<file path="src/rtl/idu_stage_if.sv">
// Decode-stage bus: upstream instruction handshake in, decoded bundle handshake out.
interface idu_stage_if #(
    parameter int XLEN  = 32,
    parameter int NREG  = 32,
    parameter int INS_W = 32
);
    localparam int RA = $clog2(NREG);

    logic             i_valid;
    logic             o_ready;
    logic [INS_W-1:0] i_ins;
    logic [XLEN-1:0]  i_pc;

    logic             o_valid;
    logic             i_ready;
    logic [XLEN-1:0]  o_pc;
    logic [RA-1:0]    o_rdid;
    logic [RA-1:0]    o_rs1id;
    logic [RA-1:0]    o_rs2id;
    logic             o_rdwen;
    logic [XLEN-1:0]  o_imm;
    logic             o_sysins;
    logic [11:0]      o_csrid;
    logic             o_ecall;
    logic             o_mret;
    logic             o_ebreak;
    logic             o_illegal;
    logic             o_w32;

    modport slave (
        input  i_valid, i_ins, i_pc, i_ready,
        output o_ready, o_valid, o_pc, o_rdid, o_rs1id, o_rs2id, o_rdwen, o_imm,
               o_sysins, o_csrid, o_ecall, o_mret, o_ebreak, o_illegal, o_w32
    );

    modport master (
        output i_valid, i_ins, i_pc, i_ready,
        input  o_ready, o_valid, o_pc, o_rdid, o_rs1id, o_rs2id, o_rdwen, o_imm,
               o_sysins, o_csrid, o_ecall, o_mret, o_ebreak, o_illegal, o_w32
    );
endinterface

</file>
<file path="src/rtl/idu_stage.sv">
// RV instruction decode stage: combinational decode registered into a 2-entry skid buffer, 1-cycle latency.
// Backpressure: o_ready drops only when both entries are held; outputs show the oldest entry, stable while stalled.
module idu_stage #(
    parameter int XLEN  = 32,
    parameter int NREG  = 32,
    parameter int INS_W = 32
) (
    input  logic         i_clk,
    input  logic         i_rst_n,
    idu_stage_if.slave   bus
);
    localparam int RA = $clog2(NREG);

    localparam logic [6:0] OPC_LOAD    = 7'h03;
    localparam logic [6:0] OPC_OPIMM   = 7'h13;
    localparam logic [6:0] OPC_AUIPC   = 7'h17;
    localparam logic [6:0] OPC_OPIMM32 = 7'h1b;
    localparam logic [6:0] OPC_STORE   = 7'h23;
    localparam logic [6:0] OPC_OP      = 7'h33;
    localparam logic [6:0] OPC_LUI     = 7'h37;
    localparam logic [6:0] OPC_OP32    = 7'h3b;
    localparam logic [6:0] OPC_BRANCH  = 7'h63;
    localparam logic [6:0] OPC_JALR    = 7'h67;
    localparam logic [6:0] OPC_JAL     = 7'h6f;
    localparam logic [6:0] OPC_SYSTEM  = 7'h73;

    typedef struct packed {
        logic [XLEN-1:0] pc;
        logic [RA-1:0]   rdid;
        logic [RA-1:0]   rs1id;
        logic [RA-1:0]   rs2id;
        logic            rdwen;
        logic [XLEN-1:0] imm;
        logic            sysins;
        logic [11:0]     csrid;
        logic            ecall;
        logic            mret;
        logic            ebreak;
        logic            illegal;
        logic            w32;
    } bundle_t;

    typedef enum logic [1:0] {EMPTY, ONE, TWO} state_t;

    logic [31:0]     ins;
    logic [6:0]      opc;
    logic [2:0]      f3;
    logic            wr_rd;
    logic            use_rs1;
    logic            use_rs2;
    logic            opc_ok;
    logic            is_w;
    logic            is_ecall;
    logic            is_ebreak;
    logic            is_mret;
    logic            ill;
    logic [XLEN-1:0] imm_x;
    bundle_t         dec;

    always_comb begin
        ins     = bus.i_ins[31:0];
        opc     = ins[6:0];
        f3      = ins[14:12];
        wr_rd   = 1'b0;
        use_rs1 = 1'b0;
        use_rs2 = 1'b0;
        opc_ok  = 1'b1;
        imm_x   = '0;
        case (opc)
            OPC_LUI, OPC_AUIPC: begin
                wr_rd = 1'b1;
                imm_x = XLEN'({{32{ins[31]}}, ins[31:12], 12'h000});
            end
            OPC_JAL: begin
                wr_rd = 1'b1;
                imm_x = XLEN'({{44{ins[31]}}, ins[19:12], ins[20], ins[30:21], 1'b0});
            end
            OPC_JALR, OPC_LOAD, OPC_OPIMM, OPC_OPIMM32: begin
                wr_rd   = 1'b1;
                use_rs1 = 1'b1;
                imm_x   = XLEN'({{52{ins[31]}}, ins[31:20]});
            end
            OPC_STORE: begin
                use_rs1 = 1'b1;
                use_rs2 = 1'b1;
                imm_x   = XLEN'({{52{ins[31]}}, ins[31:25], ins[11:7]});
            end
            OPC_BRANCH: begin
                use_rs1 = 1'b1;
                use_rs2 = 1'b1;
                imm_x   = XLEN'({{52{ins[31]}}, ins[7], ins[30:25], ins[11:8], 1'b0});
            end
            OPC_OP, OPC_OP32: begin
                wr_rd   = 1'b1;
                use_rs1 = 1'b1;
                use_rs2 = 1'b1;
            end
            OPC_SYSTEM: begin
                // CSR ops write rd; only the register forms (funct3 1..3) read rs1
                wr_rd   = (f3 != 3'd0);
                use_rs1 = (f3 != 3'd0) && !f3[2];
                imm_x   = XLEN'({59'd0, ins[19:15]});
            end
            default: opc_ok = 1'b0;
        endcase

        is_w      = (opc == OPC_OPIMM32) || (opc == OPC_OP32);
        is_ecall  = (ins == 32'h0000_0073);
        is_ebreak = (ins == 32'h0010_0073);
        is_mret   = (ins == 32'h3020_0073);
        ill = !opc_ok
            || (is_w && (XLEN == 32))
            || ((opc == OPC_SYSTEM) && (f3 == 3'd0) && !(is_ecall || is_ebreak || is_mret))
            || ((NREG == 16) && ((wr_rd && ins[11]) || (use_rs1 && ins[19]) || (use_rs2 && ins[24])));

        dec         = '0;
        dec.pc      = bus.i_pc;
        dec.rdid    = ins[7 +: RA];
        dec.rs1id   = ins[15 +: RA];
        dec.rs2id   = ins[20 +: RA];
        dec.rdwen   = wr_rd && (ins[11:7] != 5'd0) && !ill;
        dec.imm     = imm_x;
        dec.sysins  = (opc == OPC_SYSTEM);
        dec.csrid   = (opc == OPC_SYSTEM) ? ins[31:20] : 12'h000;
        dec.ecall   = is_ecall;
        dec.mret    = is_mret;
        dec.ebreak  = is_ebreak;
        dec.illegal = ill;
        dec.w32     = is_w && (XLEN == 64);
    end

    state_t  state_q, state_d;
    bundle_t ent0_q, ent1_q;
    bundle_t head;
    logic    rdy_en_q;
    logic    out_vld, out_rdy;
    logic    push, pop;

    // rdy_en_q keeps o_ready low through reset and releases it on the first edge after
    assign out_vld = (state_q != EMPTY);
    assign out_rdy = rdy_en_q && (state_q != TWO);
    assign push    = bus.i_valid && out_rdy;
    assign pop     = out_vld && bus.i_ready;

    always_comb begin
        state_d = state_q;
        case (state_q)
            EMPTY:   if (push) state_d = ONE;
            ONE: begin
                if (push && !pop)      state_d = TWO;
                else if (!push && pop) state_d = EMPTY;
            end
            TWO:     if (pop) state_d = ONE;
            default: state_d = EMPTY;
        endcase
    end

    always_ff @(posedge i_clk or negedge i_rst_n) begin
        if (!i_rst_n) begin
            state_q  <= EMPTY;
            rdy_en_q <= 1'b0;
        end else begin
            state_q  <= state_d;
            rdy_en_q <= 1'b1;
        end
    end

    always_ff @(posedge i_clk or negedge i_rst_n) begin
        if (!i_rst_n) begin
            ent0_q <= '0;
            ent1_q <= '0;
        end else begin
            case (state_q)
                EMPTY: if (push) ent0_q <= dec;
                ONE: begin
                    if (push && pop)  ent0_q <= dec;
                    else if (push)    ent1_q <= dec;
                    else if (pop)     ent0_q <= '0;
                end
                TWO: if (pop) begin
                    ent0_q <= ent1_q;
                    ent1_q <= '0;
                end
                default: begin
                    ent0_q <= '0;
                    ent1_q <= '0;
                end
            endcase
        end
    end

    assign head = out_vld ? ent0_q : '0;

    assign bus.o_ready   = out_rdy;
    assign bus.o_valid   = out_vld;
    assign bus.o_pc      = head.pc;
    assign bus.o_rdid    = head.rdid;
    assign bus.o_rs1id   = head.rs1id;
    assign bus.o_rs2id   = head.rs2id;
    assign bus.o_rdwen   = head.rdwen;
    assign bus.o_imm     = head.imm;
    assign bus.o_sysins  = head.sysins;
    assign bus.o_csrid   = head.csrid;
    assign bus.o_ecall   = head.ecall;
    assign bus.o_mret    = head.mret;
    assign bus.o_ebreak  = head.ebreak;
    assign bus.o_illegal = head.illegal;
    assign bus.o_w32     = head.w32;
endmodule

</file>
<file path="src/flat_wrapper.sv">
// flat-port wrapper written by rule: the top's interface ports become plain ports
module idu_stage_flat 
#(
    parameter int XLEN  = 32,
    parameter int NREG  = 32,
    parameter int INS_W = 32
)
  (i_clk, i_rst_n, bus_i_valid, bus_i_ins, bus_i_pc, bus_i_ready, bus_o_ready, bus_o_valid, bus_o_pc, bus_o_rdid, bus_o_rs1id, bus_o_rs2id, bus_o_rdwen, bus_o_imm, bus_o_sysins, bus_o_csrid, bus_o_ecall, bus_o_mret, bus_o_ebreak, bus_o_illegal, bus_o_w32);
  idu_stage_if #(.XLEN(XLEN), .NREG(NREG), .INS_W(INS_W)) bus_i ();
  input  logic i_clk;
  input  logic i_rst_n;
  input wire logic [$bits(bus_i.i_valid)-1:0] bus_i_valid;
  input wire logic [$bits(bus_i.i_ins)-1:0] bus_i_ins;
  input wire logic [$bits(bus_i.i_pc)-1:0] bus_i_pc;
  input wire logic [$bits(bus_i.i_ready)-1:0] bus_i_ready;
  output wire logic [$bits(bus_i.o_ready)-1:0] bus_o_ready;
  output wire logic [$bits(bus_i.o_valid)-1:0] bus_o_valid;
  output wire logic [$bits(bus_i.o_pc)-1:0] bus_o_pc;
  output wire logic [$bits(bus_i.o_rdid)-1:0] bus_o_rdid;
  output wire logic [$bits(bus_i.o_rs1id)-1:0] bus_o_rs1id;
  output wire logic [$bits(bus_i.o_rs2id)-1:0] bus_o_rs2id;
  output wire logic [$bits(bus_i.o_rdwen)-1:0] bus_o_rdwen;
  output wire logic [$bits(bus_i.o_imm)-1:0] bus_o_imm;
  output wire logic [$bits(bus_i.o_sysins)-1:0] bus_o_sysins;
  output wire logic [$bits(bus_i.o_csrid)-1:0] bus_o_csrid;
  output wire logic [$bits(bus_i.o_ecall)-1:0] bus_o_ecall;
  output wire logic [$bits(bus_i.o_mret)-1:0] bus_o_mret;
  output wire logic [$bits(bus_i.o_ebreak)-1:0] bus_o_ebreak;
  output wire logic [$bits(bus_i.o_illegal)-1:0] bus_o_illegal;
  output wire logic [$bits(bus_i.o_w32)-1:0] bus_o_w32;
  assign bus_i.i_valid = bus_i_valid;
  assign bus_i.i_ins = bus_i_ins;
  assign bus_i.i_pc = bus_i_pc;
  assign bus_i.i_ready = bus_i_ready;
  assign bus_o_ready = bus_i.o_ready;
  assign bus_o_valid = bus_i.o_valid;
  assign bus_o_pc = bus_i.o_pc;
  assign bus_o_rdid = bus_i.o_rdid;
  assign bus_o_rs1id = bus_i.o_rs1id;
  assign bus_o_rs2id = bus_i.o_rs2id;
  assign bus_o_rdwen = bus_i.o_rdwen;
  assign bus_o_imm = bus_i.o_imm;
  assign bus_o_sysins = bus_i.o_sysins;
  assign bus_o_csrid = bus_i.o_csrid;
  assign bus_o_ecall = bus_i.o_ecall;
  assign bus_o_mret = bus_i.o_mret;
  assign bus_o_ebreak = bus_i.o_ebreak;
  assign bus_o_illegal = bus_i.o_illegal;
  assign bus_o_w32 = bus_i.o_w32;
  idu_stage #(.XLEN(XLEN), .NREG(NREG), .INS_W(INS_W)) u_core (.i_clk(i_clk), .i_rst_n(i_rst_n), .bus(bus_i));
endmodule
</file>
<file path="config.mk">
export PLATFORM = sky130hd
export DESIGN_NAME = idu_stage_flat
export DESIGN_NICKNAME = d
export VERILOG_FILES = /design/src/rtl/idu_stage_if.sv /design/src/rtl/idu_stage.sv /design/src/flat_wrapper.sv
export SDC_FILE = /design/constraint.sdc
export NUM_CORES = 1
export LEC_CHECK = 0
export CORE_ASPECT_RATIO = 1.75
export CORE_MARGIN = 3
export CORE_UTILIZATION = 29
export CTS_BUF_LIST = sky130_fd_sc_hd__clkbuf_2
export DETAILED_ROUTE_END_ITERATION = 12
export GPL_TIMING_DRIVEN = 0
export SKIP_LAST_GASP = 1
export SYNTH_ARGS = -nofsm -noshare
export SYNTH_HDL_FRONTEND = slang
export SYNTH_SLANG_ARGS = --single-unit
</file>
<file path="constraint.sdc">
create_clock -name i_clk -period 3.4 [get_ports i_clk]
set_clock_uncertainty 0.05 [all_clocks]
set_input_delay 0.85 -clock i_clk [delete_from_list [all_inputs] [get_ports i_clk]]
set_output_delay 0.85 -clock i_clk [all_outputs]
set_load 0.01 [all_outputs]
</file>
== Word level (Yosys, flattened, before mapping) ==
Cells that the tools add are included.
W data, S select, Z words.

* Equal/unequal tests: 25
* Bitwise gates (word level): 1
* Mux-type cells: 18
* Reduce and logical (&&, ||, !) cells: 32

{| class="wikitable"
|+ Operator list
! operator !! number
|-
| $mux W98 || 7
|-
| $pmux W98 S3 || 2
|-
| $pmux W32 S6 || 1
|-
| $eq A32 B21 Y1 const B || 1
|-
| $eq A32 B30 Y1 const B || 1
|-
| $eq A32 B7 Y1 const B || 1
|-
| $eq A7 B6 Y1 const B || 4
|-
| $eq A7 B7 Y1 const B || 4
|-
| $eq A7 B5 Y1 const B || 3
|-
| $mux W12 || 1
|-
| $reduce_or A12 Y1 || 1
|-
| $logic_and A1 B1 Y1 || 10
|-
| $reduce_or A9 Y1 || 1
|-
| $mux W2 || 4
|-
| $reduce_and A4 Y1 || 2
|-
| $eq A7 B2 Y1 const B || 1
|-
| $ne A2 B1 Y1 const B || 3
|-
| $ne A3 B1 Y1 const B || 2
|-
| $pmux W2 S3 || 1
|-
| $logic_not A1 Y1 || 5
|-
| $logic_or A1 B1 Y1 || 5
|-
| $reduce_bool A5 Y1 || 1
|-
| $ne A2 B2 Y1 const B || 2
|-
| $reduce_or A4 Y1 || 1
|-
| 12 further kinds || 12
|}

* Input bits: 68
* Output and inout port bits: 100
* Register bits after elaboration: 199
* Word-level logic and storage cells: 104

== Depth between registers and ports, before layout ==
* Depth in word-level cells: 11
* Depth in mapped cells: 9
* Gate-level depth less buffers: 5

== Worst setup path after synthesis ==
Ideal clock, no wire load.

* Kind: input-to-reg
* Start point: in bus_i_ins[3]
* End point: reg u_core.ent1_q[19] in the netlist's numbering
* Path buffers: 1
* Setup time: 0.077 ns
* Required time: 3.273 ns
* Cell stages on the path: 5
* Path slack: 1.223 ns
* Data arrival time: 2.050 ns
* Cells stage by stage: buf_2 -> or4_1 -> a31oi_2 -> a22oi_1 -> o21ai_1

* Cells in the longest elaborated chain, start to end: 6
* Elaborated cells on any way between the ends: 16
* Classes of those cells: 10 x eq/ne; 4 x mux; 2 x reduce/logical

{| class="wikitable"
|+ RTL lines
! element !! RTL line !! source
|-
| from (decl) || flat_wrapper.sv:13 || <nowiki>input wire logic [$bits(bus_i.i_ins)-1:0] bus_i_ins;</nowiki>
|-
| $eq A7 B7 Y1 (tied with other cells) || idu_stage.sv:69 || <nowiki>case (opc)</nowiki>
|-
| $reduce_or A4 Y1 or $reduce_or A2 Y1 (tied branches) || -- ||
|-
| $pmux W32 S6 * || idu_stage.sv:69 ||
|-
| $mux W98 * || idu_stage.sv:177 || <nowiki>else if (push) ent1_q <= dec;</nowiki>
|-
| $mux W98 * || idu_stage.sv:176 || <nowiki>if (push && pop) ent0_q <= dec;</nowiki>
|-
| $pmux W98 S3 * || idu_stage.sv:173 || <nowiki>case (state_q)</nowiki>
|-
| to (signal assigned) || idu_stage.sv:171 || <nowiki>ent1_q <= '0;</nowiki>
|-
| to (signal assigned) || idu_stage.sv:177 ||
|-
| to (signal assigned) || idu_stage.sv:182 || <nowiki>ent1_q <= '0;</nowiki>
|-
| to (decl) || idu_stage.sv:133 || <nowiki>bundle_t ent0_q, ent1_q;</nowiki>
|}

Every way passes the cells marked *; elsewhere a longest branch is shown, timed or not. The select of a mux whose other input is x is not followed.
A chain may end at the register's enable or synchronous reset.

== Worst setup path in the final report ==
* Start point: reg u_core.state_q[1]
* End point: out bus_o_pc[3]

* Cells in the longest elaborated chain, start to end: 2

{| class="wikitable"
|+ RTL lines
! element !! RTL line !! source
|-
| from (decl) || idu_stage.sv:132 || <nowiki>state_t state_q, state_d;</nowiki>
|-
| from (signal assigned) || idu_stage.sv:163 || <nowiki>state_q <= state_d;</nowiki>
|-
| $reduce_bool A2 Y1 || idu_stage.sv:140 || <nowiki>assign out_vld = (state_q != EMPTY);</nowiki>
|-
| $mux W98 || idu_stage.sv:192 || <nowiki>assign head = out_vld ? ent0_q : '0;</nowiki>
|-
| to (decl) || flat_wrapper.sv:18 || <nowiki>output wire logic [$bits(bus_i.o_pc)-1:0] bus_o_pc;</nowiki>
|}

Every way passes these cells.

==> qor.csv <==
stage;metric;value;unit
status;status;completed;
logic_synthesis;synth_fa_ha_area_frac;0;
timing;maxSlewHeadroom;0.405;
timing;finalHoldViolations;0;
detailed_routing;routed_wl;33500;um
logic_synthesis;syn-instance-count;1013;
grt;grtUsageTotal;0.192;
hold_path;hold_path_class;in2reg;
grt;antenna_found_initial;1;
setup_path;reg2reg_to;u_core.ent1_q[45]$_DFFE_PN0P_;
timing;setup_ws;0.0821;ns
setup_path;r2r.worst_path.cells;8;
grt;grt_pass1_vias;8773;
die;ios;168;
hold_path;hold_depth;3;
logic_synthesis;ys_warn_count;0;
logic_synthesis;synth_area;9510;um^2
detailed_routing;drt_pass1_iterations;5;
timing;drv_slew;0;
place;post-place-ws;-0.110;ns
setup_path;r2r-start;u_core.state_q[0]$_DFFE_PN0P_;
clock_network;path_clk_slew;0.30;ns
logic_synthesis;synth-edff-count;0;
layout;multi_input_area;4140;um^2
logic_synthesis;ys.flop_type;dfrtp_1;
clock_network;ctsRootBufferMaster;clkbuf_2;
grt;grt_pass1_wl;51300;um
clock_network;htree_num_levels;4;
power;power_per_cell_area;458;nW/um^2
hold_path;holdCritStartpoint;bus_i_ins[21];
logic_synthesis;synth-seq-area-share;0.518;
setup_path;crit_chain;buf_6 -> nor2_4 -> inv_4 -> clkbuf_16 -> clkbuf_8 -> and2_1 -> dlygate4sd2_1;
detailed_routing;drtAntennaViolNets;0;
die;chipHeight;246;um
setup_path;critical_path.max_stage_delay;0.46;ns
clock_network;cts_buffers;17;
timing;fin_crit_sh;0.976;
detailed_routing;via_per_inst;5.26;
die;core-area;32300;um^2
layout;syn_to_final_growth;26.3;%
logic_synthesis;synthMuxAreaShare;0.00105;
layout;drive_above_1_share;0.102;
setup_path;critPathTopFamily;buffers and inverters;
timing;timing.final.crit_period;3.32;ns
clock_network;insertion_delay;0.87;ns
logic_synthesis;async_flop_share;1.00;
setup_path;arrival;2.42;ns
clock_network;cts_tree;built;
detailed_routing;route.detailed.drc;0;
clock_network;cts_num_sinks;197;
detailed_routing;routedWlPerCell;20.7;um
die;rows;87;
power;power.total;5.50;mW
logic_synthesis;synth.distinct_cells;61;
detailed_routing;vias;8520;
setup_path;critPathMaxFanout;10;
die;dieArea;35100;um^2
grt;grt_max_degree;78;
setup_path;crit_start;u_core.state_q[1]$_DFFE_PN0P_;
layout;finalNetCount;1274;
logic_synthesis;ys_ff_latch;197;
place;place_congestion;0.921;
layout;fin_util;0.372;
logic_synthesis;avgSynthCellArea;9.39;um^2
detailed_routing;drt_iter0_drc;659;
logic_synthesis;synth_compound_area_frac;0.227;
timing;max_freq;301;MHz
grt;grt_overflow_total;0;
job;max_cap_violations;0;
hold_path;min_to;u_core.ent0_q[39]$_DFFE_PN0P_;
setup_path;reg2reg_slack;0.61;ns
logic_synthesis;synth_top_family_by_area;compound AO/OA/AOI/OAI gates;
die;fp.dieW;143;um
logic_synthesis;syn_nets;1081;
layout;seqCellArea;4930;um^2
layout;n_fill_cell;3349;
timing;final-setup-viol-count;0;
setup_path;end_kind;primary output;
layout;final_cells;1620;
power;ir_worst_vdd;0.000201;V
setup_path;cpMaxStageDelayCell;dfrtp_1;
setup_path;critPathKind;reg2out;
setup_path;cp-start-kind;flip-flop;
setup_path;crit_required;2.50;ns
clock_network;clockBufferDepth;2;
place;hpwl;25500;um
timing;worstMarginPinSlew;0.886;ns
timing;rsz0062_at_grt;true;
logic_synthesis;synthSimpleGateAreaFrac;0.203;
place;dp.cells;1580;
setup_path;worst-path-buf-inv;5;
die;start_util;0.294;
logic_synthesis;synth_xor_area_frac;0.000921;
power;p_leak;5.57;nW
place;port_buffers;165;
[report_power, final]
group          total [mW]  leakage (nW)  switching, mW  internal (mW)
sequential           2.83          2.66          0.162           2.67
clock                1.21         0.138          0.858          0.350
combinational        1.46          2.77          0.898          0.565
total                5.50          5.57           1.92           3.58
[metrics by stage]
stage          hold WS, ns  area (um^2)  setup TNS [ns]
3_3_place_gp         0.402        11700        -1386.64
6_report             0.379        12000               0
4_1_cts              0.266        12100         -0.0583
3_5_place_dp         0.412        11700           -3.23
5_1_grt              0.281        12000          -0.384
2_1_floorplan        0.392         9510               0
[worst max-delay path by stage]
stage                                                to  slack (ns)  depth (start not counted)
final                                       bus_o_pc[3]        0.08                          7
after global routing                        bus_o_pc[3]       -0.06                          7
after CTS                                   bus_o_ready       -0.04                          5
after detailed placement  u_core.ent1_q[46]$_DFFE_PN0P_       -0.11                          7
after global placement    u_core.ent0_q[19]$_DFFE_PN0P_       -7.03                          1
after floorplan           u_core.ent1_q[19]$_DFFE_PN0P_        1.22                          5
[layer usage]
layer	vias to the layer above	global-route usage	wire length [um]
met1	4160	0.212	12600
li1	3972	-	-
met5	-	0	0
met2	311	0.348	17700
met4	0	0.102	1690
met3	77	0.0317	1470
[flip-flops by register name, summed over array words and instances (netlist names)]
register and cells:
u_core.ent0_q 97, u_core.ent1_q 97, u_core.rdy_en_q 1, u_core.state_q 2
[layout by cell type, fill, tap and decap left out, types with 3 or more instances in the layout]
cell             count
dfrtp_1            196
nand2_1            188
o21ai_0            105
a22oi_1            105
and2_1             100
clkdlybuf4s50_1     65
dlygate4sd2_1       44
clkbuf_2            41
clkbuf_1            40
clkdlybuf4s15_1     32
buf_2               31
nand3_1             31
a22o_1              24
inv_1               21
nor2_1              16
o21ai_1             14
a221o_1             14
a21oi_1             11
clkbuf_8            10
nor3_1              10
o31ai_1              9
buf_4                8
nand4_1              6
nand2b_1             4
o211ai_1             4
o221ai_1             4
clkinvlp_4           4
nor2b_1              3
or3_1                3
o2111ai_1            3
nor4_1               3
[worst reg2reg max path: stages (launching register included)]
cell      delay (ns)
dfrtp_2         0.50
buf_4           0.15
buf_4           0.14
buf_2           0.18
o22ai_2         0.53
clkbuf_1        0.56
buf_2           0.38
a22oi_1         0.13
nand2_1         0.09
[repair_timing]
| action | 4_1_cts | 5_1_grt |
|---|---|---|
| resized for setup | 166 | 53 |
| setup endpoints to repair | 99 | 64 |
| pin swaps | 0 | 0 |
| hold endpoints to repair | 55 | 0 |
| setup buffers | 7 | 0 |
| hold buffers | 1 | 0 |
[cell families after synthesis]
| logic type | count (synthesis) |
|---|---|
| and+or+nand+nor | 389 |
| AOI/OAI and AO/OA | 313 |
| DFF | 197 |
| buffers and inverters | 110 |
| other | 2 |
| xor gates and xnor gates | 1 |
| muxes | 1 |
[cells in the mapped netlist, drive strengths merged, types with 2 or more instances]
library cell,number,area share
o22ai,2,0.0020
conb,2,0.00079
a221o,14,0.015
a22oi,105,0.083
nand4,6,0.0039
nand2,188,0.074
nand2b,4,0.0026
buf,36,0.020
o211ai,4,0.0032
and3,2,0.0013
nor2b,5,0.0033
clkbuf,52,0.021
o31ai,9,0.0071
or4,2,0.0016
o221ai,4,0.0037
a21boi,2,0.0016
a22o,24,0.022
and4b,2,0.0021
and4,2,0.0018
o2111ai,4,0.0043
nor2,17,0.0067
dfrtp,197,0.52
nand3b,3,0.0037
a21oi,11,0.0058
nor3,10,0.0053
nand3,31,0.016
inv,22,0.0087
or3,3,0.0020
nand4b,2,0.0018
o311a,2,0.0021
o21ai,119,0.063
nor4,5,0.0046
and2,101,0.066
or3b,2,0.0018
a32oi,2,0.0018
[final cells by class]
type                       count  area share
clock buffer                  18     0.00750
tap                          400      0.0416
inverter                      22     0.00708
sequential                   197       0.410
timing repair buffer         175       0.135
buffer                        87      0.0418
multi-input combinational    706       0.344
antenna                        1    0.000208
clock inverter                14      0.0127
(Power assumes the default switching activity.)
